File: src/rtl/vga_chk_pkg.sv
// Shared timing defaults, FSM encoding, counter helpers and CRC constants for the VGA timing checker.
package vga_chk_pkg;

  localparam int DEF_H_VISIBLE = 640;
  localparam int DEF_H_FRONT   = 16;
  localparam int DEF_H_SYNC    = 96;
  localparam int DEF_H_BACK    = 48;
  localparam int DEF_V_VISIBLE = 480;
  localparam int DEF_V_FRONT   = 10;
  localparam int DEF_V_SYNC    = 2;
  localparam int DEF_V_BACK    = 33;
  localparam int H_TOTAL = DEF_H_VISIBLE + DEF_H_FRONT + DEF_H_SYNC + DEF_H_BACK;
  localparam int V_TOTAL = DEF_V_VISIBLE + DEF_V_FRONT + DEF_V_SYNC + DEF_V_BACK;

  // All raster counters share one width and saturate at all-ones (2047).
  localparam int CNT_W = 11;

  localparam logic [15:0] CRC_POLY = 16'h1021;
  localparam logic [15:0] CRC_INIT = 16'hFFFF;

  typedef enum logic [1:0] {SEARCH, TRACK, LOCKED} state_t;

  function automatic logic [CNT_W-1:0] sat_inc(input logic [CNT_W-1:0] v);
    return (v == {CNT_W{1'b1}}) ? v : v + 1'b1;
  endfunction

endpackage

File: src/rtl/vga_timing_checker_crc16_6b.sv
// Combinational CRC-16-CCITT update for one 6-bit pixel symbol, MSB (sym[5]) first.
module crc16_6b
  import vga_chk_pkg::*;
(
  input  logic [15:0] crc_in,
  input  logic [5:0]  sym,
  output logic [15:0] crc_out
);

  logic [15:0] c;

  always_comb begin
    c = crc_in;
    for (int i = 5; i >= 0; i--) begin
      if (c[15] ^ sym[i]) c = {c[14:0], 1'b0} ^ CRC_POLY;
      else                c = {c[14:0], 1'b0};
    end
    crc_out = c;
  end

endmodule

File: config.mk
export PLATFORM = sky130hd
export DESIGN_NAME = crc16_6b
export DESIGN_NICKNAME = d
export VERILOG_FILES = /design/src/rtl/vga_chk_pkg.sv /design/src/rtl/vga_timing_checker_crc16_6b.sv
export SDC_FILE = /design/constraint.sdc
export NUM_CORES = 1
export LEC_CHECK = 0
export ABC_AREA = 1
export CORE_AREA = 2 2 39 41
export DETAILED_ROUTE_END_ITERATION = 8
export DIE_AREA = 0 0 41 43
export PLACE_DENSITY = 0.69
export SLEW_MARGIN = 0
export SYNTH_ARGS = -nofsm -noshare
export SYNTH_HDL_FRONTEND = slang
export SYNTH_SLANG_ARGS = --single-unit
File: constraint.sdc
create_clock -name vclk -period 2.1
set_input_delay 0.525 -clock vclk [all_inputs]
set_output_delay 0.525 -clock vclk [all_outputs]
set_load 0.005 [all_outputs]
==> results by stage, run 1 <==
Pwr:
- Dividing total power by cell area gives a power density of 249.4 nW/um2.
- The largest vdd supply drop is 0.09255 mV.
- The overall power of the completed layout is 182.6 uW.
- The leakage power summed over all cells is 0.4475 nW.

Worst setup path:
- The type of destination of the critical path is an output port.
- Tracing the worst setup path back leads to its startpoint at sym[2].
- The startpoint type of the worst setup path is a primary input.
- STA puts the critical path data required time at 1.57 ns.
- Of all nets on the critical path, the largest fanout is 2.
- The critical path is of the in2out type.
- STA puts the critical path data arrival time at 1.50 ns.

Timing:
- The aggregate negative setup slack is 0 ns.
- Final hold analysis gives a worst-case slack of 1.050 ns.
- The final number of setup-violating endpoints is 0.
- The worst path needs 2.026 ns of the cycle, external delays included.
- The worst pin sits at a relative slew slack of 89.13%.
- The fmax is 493.5 MHz.
- The worst path uses 96.48% of the clock period.
- Setup repair after global routing left no endpoint under its margin.
- The final count of pins violating max slew came to 0.
- At the pin with the least slew margin, the transition time is 0.1625 ns.
- The hold violation count in the final report is 0.

Yosys:
- By area the synthesized netlist is led by sky130_fd_sc_hd__nand2_1 (33%), sky130_fd_sc_hd__xor2_1 (17%), sky130_fd_sc_hd__inv_1 (14%).
- The number of nets handed over by synthesis was 80.
- The post-synthesis instance area is 304.0 um2.
- In this run the mean area of a mapped cell was 5.242 um2.
- During synthesis, Yosys emitted a total of 0 warnings.
- The biggest area contributor in the post-synthesis netlist is sky130_fd_sc_hd__nand2_1.
- Summed over its instances, the top area cell type makes up 33.33% of the synthesized netlist area.
- The number of different library cells used by synthesis comes to 8.
- The sequential fraction of the synthesis area is 0%.
- The cell count after synthesis came out at 58.

Min path:
- The class of the tightest hold or removal check is in2out.
- The startpoint of the worst hold path is crc_in[5].

Floorplanning:
- The initial utilization of the core area, before any placement, comes to 21.97%.
- After floorplanning, the core was divided into 14 placement rows.
- The die boundary height is 43 um.
- The die is 41 um wide.
- In this run the standard cell core region covers 1384 um2.
- The count of pins on the block boundary is 38.
- The area of the die is 1763 um2.

Placed design:
- Summed over all nets, the half-perimeter wirelength after detailed placement is 781.5 um.
- The placed instance count is 113.
- During placement, the flow inserted port buffers numbering 36.
- The final RePlAce weighted congestion is 0.5721.
- The placed instances occupy a cell area of 706.9 um2.

Layout:
- The area growth from synthesis to layout is 140.7%.
- The number of nets in the layout is 127.
- The final instance area is 732.0 um2.
- The register cell area after layout is 0 um2.
- The repair_antennas step left the layout with diodes totalling 0.
- In the layout the commonest cells are sky130_fd_sc_hd__nand2_1 (24), sky130_fd_sc_hd__dlygate4sd2_1 (17), sky130_fd_sc_hd__inv_1 (11).
- The finished layout holds 119 standard cells, fillers aside.
- The layout sequential cell count is 0.
- In the final layout, the share of cells above drive strength 1 is 25.24%.
- The number of clock buffer instances in the layout is 0.
- Leaving out fill and tap cells, the most frequent cell in the layout is sky130_fd_sc_hd__nand2_1.

Routing:
- The post-detailed-route wirelength per cell is 8.101 um.
- The aggregate routed wire length is 964 um.
- The post-route DRC violation count is 0.
- The length of the first detailed-routing pass in iterations is 4.
- The routed layout has 470 vias.
- The violation count after the first detailed-route iteration is 3.
- The residual antenna-violating net count after detailed routing is 0.
- Using the TritonRoute via totals, the vias-per-cell ratio works out to 3.950.

Global route:
- For this run, the total global-route usage over all layers was measured as 12.12%.
- The residual overflow from global routing is 0.
- The via count of the first global-routing pass is 391.
- The first global-routing pass estimated 1559 um of wire.
- The number of antenna violations at the first check in global routing was 0.
- Global routing consumed, on the met3 layer, 1.571% of the routing resources.
- The maximum number of pins on one net before global-route repair is 4.
- The global-route layer with the greatest usage is met2.
- For met1 alone, demand over resource in global routing was 12.46%.
- The global-route track usage on met2 is 24.69%.

Run status:
- The flow ran to the end, and the final reports show no timing, DRC or antenna violations.

Job:
- The count of maximum capacitance violations is 0.
==> cell families after synthesis <==
family | count (synthesis) | synth area share, %
buffers and inverters | 12 | 16.05
and+or+nand+nor | 36 | 50.21
xor gates and xnor gates | 10 | 33.75
==> synth_stat cells, drive strengths merged <==
cell type and n:
buf 1, xnor2 2, nand2 32, inv 11, xor2 8, nand3 4
==> cell type report <==
class / instances / area (um2)
Tap cell: 16 / 20.02
Inverter: 11 / 41.29
Fill cell: 150 / 651.9
Timing Repair Buffer: 46 / 400.4
Multi-Input combinational cell: 46 / 270.3
==> metrics by stage <==
stage | worst slack (ns) | util (%)
after floorplan | 0.5942 | -
after global placement | -0.3841 | 51.09
after detailed placement | -0.4235 | 51.09
after CTS | 0.005609 | 52.80
after global routing | 0.008044 | 52.89
final | 0.07382 | 52.89
==> layer usage <==
layer | wire, um | vias to the layer above
met3 | 95 | 0
li1 | - | 257
met4 | 0 | 0
met1 | 322 | 195
met2 | 546 | 18
met5 | 0 | -
==> worst max-delay path: stages <==
cell                            delay [ns]
sky130_fd_sc_hd__dlygate4sd2_1        0.26
sky130_fd_sc_hd__xor2_2               0.18
sky130_fd_sc_hd__buf_4                0.14
sky130_fd_sc_hd__xor2_1               0.13
sky130_fd_sc_hd__dlygate4sd2_1        0.26
==> where the power goes <==
part           total [mW]  leakage (nW)  switching (mW)  internal [mW]
Sequential              0             0               0              0
Combinational       0.183         0.447          0.0723          0.110
Clock                   0             0               0              0
==> timing repair <==
action | in CTS | in global routing
hold buffers | 0 | 0
setup buffers | 6 | 0
pin swaps | 6 | 4
endpoints found under the setup margin | 15 | 6
resized for setup | 31 | 13
==> final timing paths <==
kind,slack [ns],depth (start not counted),endpoint
setup / recovery,0.07,5,crc_out[7]
hold / removal,1.05,0,crc_out[11]
(Power assumes the default switching activity.)
==> inputs of run 2 (changes only) <==
Settings changed: MAX_ROUTING_LAYER set to met4.
==> results by stage, run 2 (same netlist as run 1, synthesis figures left out) <==
Worst setup path:
- The standard cell with the maximum stage delay on the critical path is sky130_fd_sc_hd__dlygate4sd2_1.
- The startpoint-to-endpoint class of the critical path is in2out.
- The peak per-stage delay on the critical path came to 0.26 ns (about the same).
- The largest fanout on the critical path is 2 (unchanged).
- Among cell families on the critical path, the largest total delay comes from buffers and inverters.
- The critical path buffer and inverter count is 3 (unchanged).
- The required time at the worst-slack endpoint is 1.57 ns (about the same).
- The critical path goes through dlygate4sd2_1, xor2_2, buf_4, xor2_1, dlygate4sd2_1.
- The type of destination of the critical path is an output port.
- The startpoint type of the worst setup path is a primary input.
- The most numerous cell on the critical path is sky130_fd_sc_hd__dlygate4sd2_1.
- The data arrival time at the worst-slack endpoint is 1.50 ns (about the same).

Layout:
- The fill cell total of the finished layout was 148 (-1.3%).
- The register cell area after layout was 0 um2 (unchanged).
- The layout cell share with drive strength beyond 1 is 25.24% (unchanged).
- The total inserted antenna cells is 0 (unchanged).
- The number of nets in the layout was 127 (unchanged).
- The final instance area is 733.2 um2 (+0.17%).
- The layout sequential cell count is 0 (unchanged).
- The number of clock buffer instances in the layout came to 0 (unchanged).
- In the layout the commonest cells are sky130_fd_sc_hd__nand2_1 (24), sky130_fd_sc_hd__dlygate4sd2_1 (20), sky130_fd_sc_hd__inv_1 (10), sky130_fd_sc_hd__buf_4 (10), sky130_fd_sc_hd__clkdlybuf4s50_1 (9).
- The area growth from synthesis to layout is 141.2%.
- Leaving out fill and tap cells, the most frequent cell in the layout is sky130_fd_sc_hd__nand2_1.

Pwr:
- The net switching power is 72.14 uW (-0.26%).
- The proportion of power drawn by the clock network is 0% (unchanged).
- The design internal power is 109.9 uW (-0.33%).
- The switching share of power is 39.63% (about the same).
- The cell area power density is 248.3 nW/um2 (-0.47%).
- The leakage power summed over all cells was 0.4499 nW (+0.54%).
- The power share of the combinational group was 100.0% (about the same).
- The largest vdd supply drop is 0.09254 mV (about the same).
- The portion of total power attributed to sequential cells is 0% (unchanged).

Global route:
- The maximum number of pins on one net before global-route repair came to 4 (unchanged).
- The residual overflow from global routing is 0 (unchanged).
- The via count of the first global-routing pass is 391 (unchanged).
- The number of antenna violations at the first check in global routing is 0 (unchanged).
- The wire length of the first global-routing pass is 1559 um (unchanged).
- The total global routing track utilization is 12.42% (+0.30 points).

Routing:
- The violation count after the first detailed-route iteration is 3 (unchanged).
- The post-route DRC violation count came to 0 (unchanged).
- The aggregate routed wire length came to 961 um (-0.31%).
- The count of vias placed by the detailed router was 471 (+0.21%).
- The routed via count divided by cell count is 3.958 (+0.21%).
- The length of the first detailed-routing pass in iterations came to 4 (unchanged).
- The post-detailed-route wirelength per cell came to 8.076 um (-0.31%).
- The residual antenna-violating net count after detailed routing is 0 (unchanged).

Timing:
- The measured slew at the worst slew-check pin came to 0.1619 ns (-0.0006133 ns).
- The final count of pins violating max slew is 0 (unchanged).
- The relative slew slack is 89.17% (about the same).
- The hold violation count in the final report is 0 (unchanged).
- Setup repair after global routing could not meet its margin everywhere.
- The aggregate negative setup slack is 0 ns (unchanged).
- The minimum clock period after layout is 2.026 ns (-0.00008350 ns).
- The fmax is 493.6 MHz (about the same).
- The final number of setup-violating endpoints is 0 (unchanged).
- The share of the clock period used by the worst path is 96.48% (about the same).

Floorplanning:
- The die boundary height came to 43 um (unchanged).
- The effective utilization at floorplan is 21.97% (unchanged).
- The core box area is 1384 um2 (unchanged).
- The area of the die is 1763 um2 (unchanged).
- The overall die width is 41 um (unchanged).
- The count of pins on the block boundary was 38 (unchanged).
- The placement row count came to 14 (unchanged).

Job:
- The count of maximum capacitance violations is 0 (unchanged).

Clock tree:
- The number of buffers inserted by hold repair at cts is 0 (unchanged).

Placed design:
- The number of I/O port buffers was 36 (unchanged).
- The standard cell area after detailed placement is 706.9 um2 (unchanged).
- The half-perimeter wire length after placement is 781.5 um (unchanged).
- The final RePlAce weighted congestion is 0.5749 (+0.49%).

Run status:
- The run finished with clean final reports.

Min path:
- The class of the tightest hold or removal check is in2out.
run 2: path summary, 6_finish.rpt:
| check | startpoint | endpoint | slack (ns) | cells after the start |
|---|---|---|---|---|
| max | sym[2] | crc_out[7] | 0.07 | 5 |
| min | crc_in[5] | crc_out[11] | 1.05 | 0 |
run 2: area by class of cell:
| class | count | area, um2 | area share, % |
|---|---|---|---|
| Timing Repair Buffer | 46 | 401.6 | 54.78 |
| Multi-Input combinational cell | 46 | 270.3 | 36.86 |
| Tap cell | 16 | 20.02 | 2.730 |
| Inverter | 11 | 41.29 | 5.631 |
run 2: metal layers:
layer	vias to the layer above	global-route usage [%]	share of wire, %
li1	258	-	-
met1	195	12.78	34
met2	18	24.69	57
met3	0	1.047	9.4
met4	0	0	0
met5	-	-	0
run 2: per-stage QoR:
stage	hold WS [ns]	instances	total power, mW	utilization (%)	setup slack [ns]
detailed placement	1.050	113	0.1958	51.09	-0.4235
global route	1.050	119	0.2030	52.98	-0.004304
CTS	1.050	119	0.1821	52.80	0.005609
finish	1.050	119	0.1820	52.98	0.07391
floorplan	1.105	58	0.06456	-	0.5942
global placement	1.050	113	0.1930	51.09	-0.3841
run 2: what timing repair did:
item | in CTS | in global routing
cloned | 0 | 0
resized for setup | 31 | 10
setup endpoints to repair | 15 | 6
pin swaps | 6 | 4
buffers inserted | 6 | 0
run 2: power by group through the flow:
stage	sequential, mW	combinational, mW	clock, mW
global placement	0	0.193	0
global route	0	0.203	0
floorplan	0	0.0646	0
finish	0	0.182	0
CTS	0	0.182	0
detailed placement	0	0.196	0
